<file path="src/rtl/entrada_captura.sv">
`timescale 1ns/1ps
`default_nettype none
// ============================================================================
//  Module      : entrada_captura
//  Description : Input-capture stage for the move decoder. Synchronises and
//                debounces seven code switches plus a confirm button, checks
//                each confirmed code against the legal move set and presents
//                it on Entrada with a one-cycle Controle strobe (Invalido for
//                illegal codes). Keeps a saturating count of accepted moves.
//  Revision    : 1.0 - initial release
// ============================================================================
module entrada_captura #(
    parameter int DEB_CYCLES = 1000,
    parameter int CNT_W      = 10
) (
    input  logic       clk,
    input  logic       Reset,
    input  logic [6:0] chaves,
    input  logic       confirma,
    output logic [6:0] Entrada,
    output logic       Controle,
    output logic       Invalido,
    output logic [7:0] Contagem
);

    localparam logic [CNT_W-1:0] c_CNT_MAX = CNT_W'(DEB_CYCLES - 1);

    localparam logic [1:0] S_IDLE     = 2'd0;
    localparam logic [1:0] S_EVAL     = 2'd1;
    localparam logic [1:0] S_WAIT_REL = 2'd2;

    logic [7:0]       r_sync1;
    logic [7:0]       r_sync2;
    logic [7:0]       r_prev;
    logic [CNT_W-1:0] r_cnt;
    logic [7:0]       r_db;
    logic [1:0]       r_state;
    logic [6:0]       r_entrada;
    logic             r_controle;
    logic             r_invalido;
    logic [7:0]       r_contagem;
    logic             w_legal;

    // Membership test against the eight legal move codes
    function automatic logic f_legal(input logic [6:0] code);
        case (code)
            7'b1100000, 7'b1000100, 7'b1111100, 7'b1011010,
            7'b1101110, 7'b1110101, 7'b1001001, 7'b1010011: f_legal = 1'b1;
            default:                                        f_legal = 1'b0;
        endcase
    endfunction

    // Legality of the code currently held in the debounced vector
    always_comb begin
        w_legal = f_legal(r_db[6:0]);
    end

    // Two-flop synchroniser for {confirma, chaves}, plus one-cycle history
    always_ff @(posedge clk) begin
        if (Reset) begin
            r_sync1 <= 8'd0;
            r_sync2 <= 8'd0;
            r_prev  <= 8'd0;
        end else begin
            r_sync1 <= {confirma, chaves};
            r_sync2 <= r_sync1;
            r_prev  <= r_sync2;
        end
    end

    // Shared debounce: any change restarts the wait, DEB_CYCLES stable samples commit
    always_ff @(posedge clk) begin
        if (Reset) begin
            r_cnt <= '0;
            r_db  <= 8'd0;
        end else if (r_sync2 != r_prev) begin
            r_cnt <= '0;
        end else if (r_cnt != c_CNT_MAX) begin
            r_cnt <= r_cnt + 1'b1;
        end else begin
            r_db  <= r_sync2;
        end
    end

    // Capture FSM. The evaluation result is registered on the edge that enters
    // S_EVAL, so the strobe and the new Entrada are visible during S_EVAL,
    // one cycle after the debounced button first reads high.
    always_ff @(posedge clk) begin
        if (Reset) begin
            r_state    <= S_IDLE;
            r_entrada  <= 7'd0;
            r_controle <= 1'b0;
            r_invalido <= 1'b0;
            r_contagem <= 8'd0;
        end else begin
            r_controle <= 1'b0;
            r_invalido <= 1'b0;
            case (r_state)
                S_IDLE: begin
                    if (r_db[7]) begin
                        r_state <= S_EVAL;
                        if (w_legal) begin
                            r_entrada  <= r_db[6:0];
                            r_controle <= 1'b1;
                            if (r_contagem != 8'hFF) begin
                                r_contagem <= r_contagem + 8'd1;
                            end
                        end else begin
                            r_invalido <= 1'b1;
                        end
                    end
                end
                S_EVAL: begin
                    r_state <= S_WAIT_REL;
                end
                S_WAIT_REL: begin
                    if (!r_db[7]) begin
                        r_state <= S_IDLE;
                    end
                end
                default: begin
                    r_state <= S_IDLE;
                end
            endcase
        end
    end

    assign Entrada  = r_entrada;
    assign Controle = r_controle;
    assign Invalido = r_invalido;
    assign Contagem = r_contagem;

endmodule
`default_nettype wire

</file>
<file path="config.mk">
export PLATFORM = sky130hd
export DESIGN_NAME = entrada_captura
export DESIGN_NICKNAME = d
export VERILOG_FILES = /design/src/rtl/entrada_captura.sv
export SDC_FILE = /design/constraint.sdc
export NUM_CORES = 1
export LEC_CHECK = 0
export ABC_AREA = 1
export CAP_MARGIN = 25
export CORE_ASPECT_RATIO = 0.5
export CORE_MARGIN = 2
export CORE_UTILIZATION = 40
export DETAILED_ROUTE_END_ITERATION = 12
export PLACE_DENSITY = 0.61
export SLEW_MARGIN = 20
export SYNTH_ARGS = -nofsm -noshare
export SYNTH_HDL_FRONTEND = slang
export SYNTH_SLANG_ARGS = --single-unit
</file>
<file path="constraint.sdc">
create_clock -name clk -period 1.91 [get_ports clk]
set_input_delay 0.4775 -clock clk [delete_from_list [all_inputs] [get_ports clk]]
set_output_delay 0.4775 -clock clk [all_outputs]
set_load 0.02 [all_outputs]
</file>
==> results of run 1 <==
==> power by group <==
part / switching (W) / total (W) / internal, W
logic: 0.0000539 / 0.0000990 / 0.0000451
clock network: 0.000533 / 0.00170 / 0.00117
registers: 0.0000137 / 0.00131 / 0.00130
total: 0.000601 / 0.00311 / 0.00251
==> flip-flops by register name, indices dropped and copies added (netlist names) <==
signal / count
r_db: 8
r_cnt: 10
Invalido: 1
Contagem: 8
r_state: 2
r_sync2: 8
r_prev: 8
Entrada: 7
r_sync1: 8
Controle: 1
==> through the flow <==
| step | setup slack [ns] | cells | area (um^2) | total power [W] |
|---|---|---|---|---|
| 2_1_floorplan | 0.477 | 362 | 2630 | 0.00140 |
| 3_3_place_gp | 0.379 | 470 | 2970 | 0.00144 |
| 3_5_place_dp | 0.320 | 470 | 2970 | 0.00144 |
| 4_1_cts | 0.0381 | 485 | 3290 | 0.00316 |
| 5_1_grt | 0.00423 | 485 | 3290 | 0.00324 |
| 6_report | 0.0575 | 485 | 3290 | 0.00311 |
==> layout by cell type (no fill, tap or decap) <==
cell / Yosys / final
a21oi_1: 22 / 22
a21oi_2: 1 / 1
buf_4: 1 / 4
bufinv_16: 0 / 2
clkbuf_1: 3 / 1
clkbuf_16: 0 / 9
clkbuf_8: 0 / 1
clkdlybuf4s50_1: 0 / 26
clkinv_2: 0 / 1
clkinvlp_4: 0 / 1
dfxtp_1: 61 / 61
ha_1: 2 / 2
inv_1: 54 / 54
inv_2: 7 / 7
nand2_1: 74 / 74
nand2_2: 3 / 3
nand2_4: 1 / 1
nand3_1: 27 / 27
nand3_2: 1 / 1
nand3b_1: 1 / 1
nand4_1: 12 / 12
nor2_1: 55 / 55
nor2_2: 8 / 8
nor2_4: 3 / 3
nor3_1: 4 / 4
nor3_2: 1 / 1
nor3b_1: 2 / 2
o21ai_0: 1 / 1
or2_1: 2 / 2
xnor2_1: 9 / 9
xor2_1: 1 / 1
==> final cells by class <==
type | instances | area (um^2)
Sequential cell | 61 | 1220
Fill cell | 617 | 2920
Tap cell | 88 | 110
Clock buffer | 11 | 243
Timing Repair Buffer | 30 | 290
Inverter | 61 | 229
Clock inverter | 4 | 72.6
Multi-Input combinational cell | 230 | 1120
==> synth_stat cells (3+ instances only) <==
cell	instances	area, um^2
xnor2_1	9	78.8
nand4_1	12	75.1
nor2_2	8	50.1
nor3_1	4	20.0
inv_1	54	203
nor2_4	3	33.8
nand2_2	3	18.8
inv_2	7	26.3
nor2_1	55	206
clkbuf_1	3	11.3
nand3_1	27	135
buf_2	3	15.0
a21oi_1	22	110
nand2_1	74	278
dfxtp_1	61	1220
==> path summary, 6_finish.rpt <==
kind	to	cells after the start	slack (ns)
setup / recovery	Contagem[6]	1	0.06
hold reg to reg	r_sync2[4]$_SDFF_PP0_	2	0.40
hold / removal	r_sync2[4]$_SDFF_PP0_	2	0.40
setup reg to reg	r_db[1]$_SDFFE_PP0P_	8	0.31
==> logic make-up after synthesis <==
family | share of synthesized area, %
buffers and inverters | 11.0
xor gates and xnor gates | 3.33
and+or+nand+nor | 33.6
adders and majority gates | 0.951
AOI/OAI and AO/OA | 4.71
DFF | 46.4
==> per-layer routing <==
| layer | wire length [um] | part of all wire [%] | global-route usage (%) |
|---|---|---|---|
| met5 | 0 | 0 | 0 |
| met2 | 2100 | 42 | 24.8 |
| met4 | 79 | 1.6 | 7.14 |
| met1 | 2450 | 50 | 18.3 |
| met3 | 311 | 6.3 | 7.78 |
==> flow_summary_export.csv, run 1 <==
group,metric,value,unit
sta,slew_viol_final,0,
yosys,synth_nets,374,
sta,period_needed,1.85,ns
floorplanning,die_area,0.00728,mm^2
setup_path,critPathBufInv,1,
yosys,syn-cell-area,0.00263,mm^2
place,dp_hpwl,3.56,mm
setup_path,worstSetupPathType,"reg2out",
yosys,synthArstFlopShare,0,%
setup_path,worstPathArrival,1.38,ns
clock_network,htree_levels,3,
detailed_routing,first_pass_iters,4,
detailed_routing,wl_per_cell,10.2,um
sta,setup_tns,0,ns
detailed_routing,vias_per_cell,4.53,
job,cap_viol_max_count,0,
global_routing,first_global_vias,1988,
sta,finalHoldViolations,0,
sta,hold-worst-slack,0.399,ns
sta,worst_slew_pin_slew,0.543,ns
global_routing,grt_antenna_before_repair,0,
clock_network,cts_tree,"built",
status,status,"finished clean",
clock_network,cts_buffer_depth,2,
yosys,synth_area_per_cell,7.27,um^2
layout,antenna_cells,0,
setup_path,startpoint,"Contagem[6]$_SDFFE_PP0P_",
floorplanning,coreArea,0.00621,mm^2
clock_network,root_buffer,"clkbuf_16",
detailed_routing,antenna_left,0,
sta,rsz0062_at_grt,"false",
yosys,yosysWarnings,0,
pwr,peakVddDrop,0.416,mV
pwr,power_density,946,mW/mm^2
global_routing,grt_max_degree,33,
clock_network,clk_pin_slew,0.05,ns
setup_path,crit_required,1.43,ns
setup_path,crit_family,"buffers and inverters",
global_routing,grt_usage,15.6,%
sta,setup_viol,0,
detailed_routing,dr_total_vias,2199,
clock_network,cts_setup_buffers,0,
setup_path,worstSetupStartpointType,"register",
clock_network,insertion_delay,0.33,ns
detailed_routing,drc,0,
layout,synthToLayoutAreaGrowth,24.9,%
setup_path,slowest_stage,"clkdlybuf4s50_1",
sta,slew_headroom,63.6,%
detailed_routing,drt_iter0_drc,155,
sta,fmax,540,MHz
setup_path,cp-end-kind,"primary output",
setup_path,crit_chain,"clkdlybuf4s50_1",
yosys,ys_seq_elements,61,
setup_path,max_stage_delay,0.64,ns
floorplanning,start_util,42.4,%
layout,drive_gt1_share,10.8,%
yosys,ys_seq_area_share,46.4,%
yosys,synth_edf_count,0,
clock_network,ctsHoldBuffers,0,
floorplanning,die_w,119,um
pwr,p_leak,1.28,nW
floorplanning,pin_count,27,
clock_network,post_cts_resized,0,
place,place.gp.congestion,0.902,
layout,fin_util,52.9,%
min_path,hp-class,"reg2reg",
setup_path,r2r-start,"r_cnt[0]$_SDFFE_PP0P_",
sta,fin_crit_sh,97.0,%
floorplanning,die-height,61.3,um
sta,skew,0.00441,ns
yosys,netlist_instances,362,
layout,fin_nets,405,
place,portBuffers,26,
setup_path,cp_max_fo,5,
global_routing,grt_pass1_wl,8.65,mm
detailed_routing,finalWirelength,4.94,mm
floorplanning,rows,20,
yosys,synth_cell_types,28,
min_path,hold_start,"r_sync1[4]$_SDFF_PP0_",
global_routing,grt_overflow,0,
clock_network,cts_buffers,9,
clock_network,cts_num_sinks,61,
yosys,ys.flop_type,"dfxtp_1",
No activity file was read; power rests on OpenSTA's default activity.
==> run 2, diff against run 1 <==
Settings changed: CAP_MARGIN 25 to unset, CORE_ASPECT_RATIO 0.5 to 1.25.
==> run 2 against run 1 <==
Net effect: power down 11%; combinational power shrank 2.9%; routed wire length down 6.5%; first-iteration DRC count shrank 35%; sequential power hardly changed; global-route usage shrank 0.95 points; flip-flop and latch count unchanged.
==> flow_summary_export.csv, run 2 (synthesized netlist as in run 1, its figures left out) <==
group,metric,value,unit
status,status,"finished clean",
pwr,power_density,866,mW/mm^2
floorplanning,rows,33,
pwr,p_leak,1.26,nW
place,portBuffers,26,
job,cap_viol_max_count,0,
setup_path,max_stage_delay,0.64,ns
pwr,seqPwrFrac,47.0,%
sta,setup_tns,0,ns
clock_network,cts_buffer_depth,2,
setup_path,cp-end-kind,"primary output",
sta,worst_slew_pin_slew,0.513,ns
pwr,internal_power,0.00220,W
setup_path,crit_family,"buffers and inverters",
sta,finalHoldViolations,0,
sta,fin_crit_sh,97.6,%
pwr,p_sw_share,20.7,%
clock_network,root_buffer,"clkbuf_8",
setup_path,worstSetupStartpointType,"register",
floorplanning,die_w,76.5,um
floorplanning,die-height,94.7,um
pwr,power_switching,0.000577,W
layout,synthToLayoutAreaGrowth,22.1,%
sta,slew_headroom,65.6,%
global_routing,grt_overflow,0,
setup_path,slowest_stage,"clkdlybuf4s50_1",
layout,drive_gt1_share,11.1,%
detailed_routing,finalWirelength,4.62,mm
setup_path,worstPathArrival,1.39,ns
layout,mostFrequentLayoutCells,"74 x nand2_1, 61 x dfxtp_1, 55 x nor2_1",
setup_path,ff2ff_setup_slack,0.35,ns
setup_path,crit_required,1.43,ns
detailed_routing,wl_per_cell,9.53,um
detailed_routing,vias_per_cell,4.45,
layout,largest_register_ffs,10,
sta,slew_viol_final,0,
global_routing,grt_max_degree,40,
place,place.gp.congestion,0.781,
layout,regMostFlops,"r_cnt",
floorplanning,start_util,40.6,%
pwr,total_power,0.00278,W
floorplanning,pin_count,27,
sta,rsz0062_at_grt,"false",
clock_network,cts_tree,"built",
detailed_routing,drt_iter0_drc,100,
layout,fin_nets,405,
layout,layout_commonest_cell,"nand2_1",
setup_path,crit_chain,"clkdlybuf4s50_1",
floorplanning,die_area,0.00724,mm^2
pwr,peakVddDrop,0.499,mV
global_routing,grt_antenna_before_repair,0,
min_path,hp-class,"reg2reg",
setup_path,cp_max_fo,5,
sta,setup_viol,0,
detailed_routing,drc,0,
setup_path,critPathBufInv,1,
clock_network,cts_buffers,9,
place,dp_hpwl,3.22,mm
clock_network,htree_levels,3,
setup_path,worstSetupPathType,"reg2out",
pwr,power_frac_clock,49.6,%
floorplanning,coreArea,0.00648,mm^2
sta,period_needed,1.86,ns
global_routing,grt_usage,14.7,%
clock_network,clk_pin_slew,0.07,ns
sta,fmax,536,MHz
global_routing,first_global_vias,2052,
detailed_routing,first_pass_iters,7,
detailed_routing,dr_total_vias,2157,
sta,skew,0.00554,ns
layout,antenna_cells,0,
clock_network,insertion_delay,0.34,ns
global_routing,grt_pass1_wl,8.53,mm
clock_network,cts_num_sinks,61,
detailed_routing,antenna_left,0,
pwr,pwr-share-comb,3.5,%
run 2: final cells by class:
class	instances	area, um^2
multi-input cells	230	1120
clock inverters	6	111
repair buffers	30	293
clock buffers	10	128
flip-flops and latches	61	1220
fillers	680	3270
well taps	87	109
inverters	61	229
run 2: worst paths after layout:
kind,startpoint,end,depth (start not counted)
max reg2reg,r_db[0]$_SDFFE_PP0P_,Entrada[2]$_SDFFE_PP0P_,10
min,r_sync1[6]$_SDFF_PP0_,r_sync2[6]$_SDFF_PP0_,2
min reg2reg,r_sync1[6]$_SDFF_PP0_,r_sync2[6]$_SDFF_PP0_,2
max,Contagem[0]$_SDFFE_PP0P_,Contagem[0],1
run 2: what timing repair did:
item | CTS | global route
setup buffers | 0 | 0
gates resized for setup | 0 | 1
endpoints found under the setup margin | 0 | 1
hold buffers | 0 | 0
run 2: power by group through the flow:
stage                      logic, W  registers, W  clock network (W)
after floorplan           0.0000663       0.00133                  0
after global placement    0.0000971       0.00134                  0
after detailed placement  0.0000985       0.00134                  0
after CTS                 0.0000986       0.00131            0.00141
after global routing       0.000111       0.00131            0.00146
final                     0.0000961       0.00131            0.00138
run 2: layer usage:
| metal | up-vias | global-route usage (%) | share of wire, % |
|---|---|---|---|
| met2 | 33 | 26.2 | 49 |
| met1 | 945 | 15.9 | 44 |
| met3 | 8 | 3.54 | 3.6 |
| met4 | 0 | 8.64 | 2.5 |
| li1 | 1171 | - | - |
| met5 | - | 0 | 0 |
run 2: through the flow:
stage                     utilization, %  cells  area (um^2)  setup WS, ns  hold slack (ns)
after floorplan                        -    362         2630         0.477            0.388
final                               49.5    485         3210        0.0451            0.401
after global routing                49.5    485         3210      0.000502            0.413
after CTS                           49.5    485         3210        0.0329            0.403
after global placement              45.8    469         2970         0.363            0.389
after detailed placement            45.8    469         2970         0.329            0.394
==> run 3, diff against run 2 <==
Settings changed: CTS_BUF_LIST set to sky130_fd_sc_hd__clkbuf_8.
==> run 3 against run 2 <==
Net effect: sequential power is essentially flat; power shrank 0.18%; clock-buffer cell count shrank 1; design area is the same; routed wire length grew 0.15%; worst setup slack is essentially flat; clock skew is essentially flat; non-clock buffer count is the same; combinational power is essentially flat; flip-flop and latch count is the same; global-route usage is the same.
==> flow_summary_export.csv, run 3 (synthesized netlist as in run 1, its figures left out) <==
group,metric,value,unit
detailed_routing,dr_total_vias,2162,
min_path,hold_depth,2,
clock_network,root_buffer,"clkbuf_8",
pwr,power_density,865,mW/mm^2
clock_network,clk_pin_slew,0.07,ns
layout,layout_commonest_cell,"nand2_1",
job,cap_viol_max_count,0,
global_routing,grt_max_degree,40,
place,portBuffers,26,
place,dp_hpwl,3.22,mm
sta,finalHoldViolations,0,
floorplanning,die_area,0.00724,mm^2
pwr,total_power,0.00278,W
layout,mostFrequentLayoutCells,"74 x nand2_1, 61 x dfxtp_1, 55 x inv_1, 55 x nor2_1, 27 x nand3_1",
floorplanning,pin_count,27,
layout,fin_nets,405,
sta,skew,0.00554,ns
setup_path,ff2ff_setup_slack,0.34,ns
global_routing,grt_antenna_before_repair,0,
sta,slew_headroom,65.6,%
sta,rsz0062_at_grt,"false",
layout,antenna_cells,0,
detailed_routing,drc,0,
global_routing,grt_overflow,0,
setup_path,worstSetupPathType,"reg2out",
layout,fin_area,0.00321,mm^2
setup_path,cp_max_fo,5,
clock_network,cts_buffers,9,
sta,period_needed,1.86,ns
setup_path,r2r-end,"Entrada[2]$_SDFFE_PP0P_",
detailed_routing,vias_per_cell,4.46,
clock_network,cts_setup_buffers,0,
setup_path,max_stage_delay,0.64,ns
sta,worst_slew_pin_slew,0.513,ns
place,place_area,0.00297,mm^2
clock_network,insertion_delay,0.34,ns
sta,setup_tns,0,ns
clock_network,cts_num_sinks,61,
detailed_routing,wl_per_cell,9.54,um
sta,setup_viol,0,
setup_path,worstSetupStartpointType,"register",
setup_path,cp-end-kind,"primary output",
detailed_routing,drt_iter0_drc,100,
clock_network,cts_tree,"built",
clock_network,post_cts_resized,0,
min_path,whs_endpoint,"r_sync2[6]$_SDFF_PP0_",
floorplanning,die_w,76.5,um
detailed_routing,first_pass_iters,7,
sta,slew_viol_final,0,
layout,drive_gt1_share,11.1,%
global_routing,grt_pass1_wl,8.53,mm
sta,fmax,536,MHz
floorplanning,rows,33,
pwr,p_leak,1.26,nW
floorplanning,coreArea,0.00648,mm^2
floorplanning,die-height,94.7,um
detailed_routing,antenna_left,0,
layout,regMostFlops,"r_cnt",
detailed_routing,finalWirelength,4.63,mm
pwr,peakVddDrop,0.499,mV
clock_network,ctsHoldBuffers,0,
layout,synthToLayoutAreaGrowth,22.1,%
clock_network,cts_buffer_depth,2,
setup_path,r2r-start,"r_db[0]$_SDFFE_PP0P_",
setup_path,worstPathArrival,1.39,ns
global_routing,first_global_vias,2052,
min_path,hp-class,"reg2reg",
setup_path,slowest_stage,"clkdlybuf4s50_1",
sta,fin_crit_sh,97.6,%
global_routing,grt_usage,14.7,%
clock_network,htree_levels,3,
setup_path,crit_chain,"clkdlybuf4s50_1",
floorplanning,start_util,40.6,%
setup_path,critPathBufInv,1,
setup_path,r2r_cells,10,
setup_path,crit_family,"buffers and inverters",
layout,largest_register_ffs,10,
place,place.gp.congestion,0.781,
min_path,hold_start,"r_sync1[6]$_SDFF_PP0_",
status,status,"finished clean",
setup_path,crit_required,1.43,ns
run 3: worst max path at each step:
stage                             startpoint                       end  slack (ns)  cells after the start
finish              Contagem[0]$_SDFFE_PP0P_               Contagem[0]        0.05                      1
detailed placement                     Reset     r_sync2[0]$_SDFF_PP0_        0.33                      3
CTS                 Contagem[4]$_SDFFE_PP0P_               Contagem[4]        0.03                      1
global route        Contagem[0]$_SDFFE_PP0P_               Contagem[0]      0.0005                      1
floorplan           Contagem[0]$_SDFFE_PP0P_  Contagem[6]$_SDFFE_PP0P_        0.48                     12
global placement                       Reset     r_sync2[4]$_SDFF_PP0_        0.36                      3
run 3: layout make-up:
| cell class | instances | area (um^2) |
|---|---|---|
| clock inverters | 7 | 115 |
| clock buffers | 9 | 124 |
| well taps | 87 | 109 |
| inverters | 61 | 229 |
| flip-flops and latches | 61 | 1220 |
| repair buffers | 30 | 293 |
| fillers | 680 | 3270 |
| multi-input cells | 230 | 1120 |
run 3: metrics by stage:
| step | hold slack (ns) | worst slack (ns) | cells | util (%) |
|---|---|---|---|---|
| after floorplan | 0.388 | 0.477 | 362 | - |
| after global placement | 0.389 | 0.363 | 469 | 45.8 |
| after detailed placement | 0.394 | 0.329 | 469 | 45.8 |
| after CTS | 0.403 | 0.0329 | 485 | 49.5 |
| after global routing | 0.413 | 0.000502 | 485 | 49.5 |
| final | 0.401 | 0.0451 | 485 | 49.5 |
run 3: per-layer routing:
metal | up-vias | wire length [um] | track usage (%)
li1 | 1171 | - | -
met1 | 948 | 2060 | 15.9
met2 | 35 | 2290 | 26.2
met3 | 8 | 164 | 3.54
met4 | 0 | 117 | 8.64
met5 | - | 0 | 0
run 3: power by group:
| group | internal [W] | leakage, nW | switching (W) | total, W |
|---|---|---|---|---|
| Sequential | 0.00129 | 0.495 | 0.0000126 | 0.00131 |
| Combinational | 0.0000435 | 0.649 | 0.0000526 | 0.0000961 |
| Clock | 0.000861 | 0.121 | 0.000512 | 0.00137 |
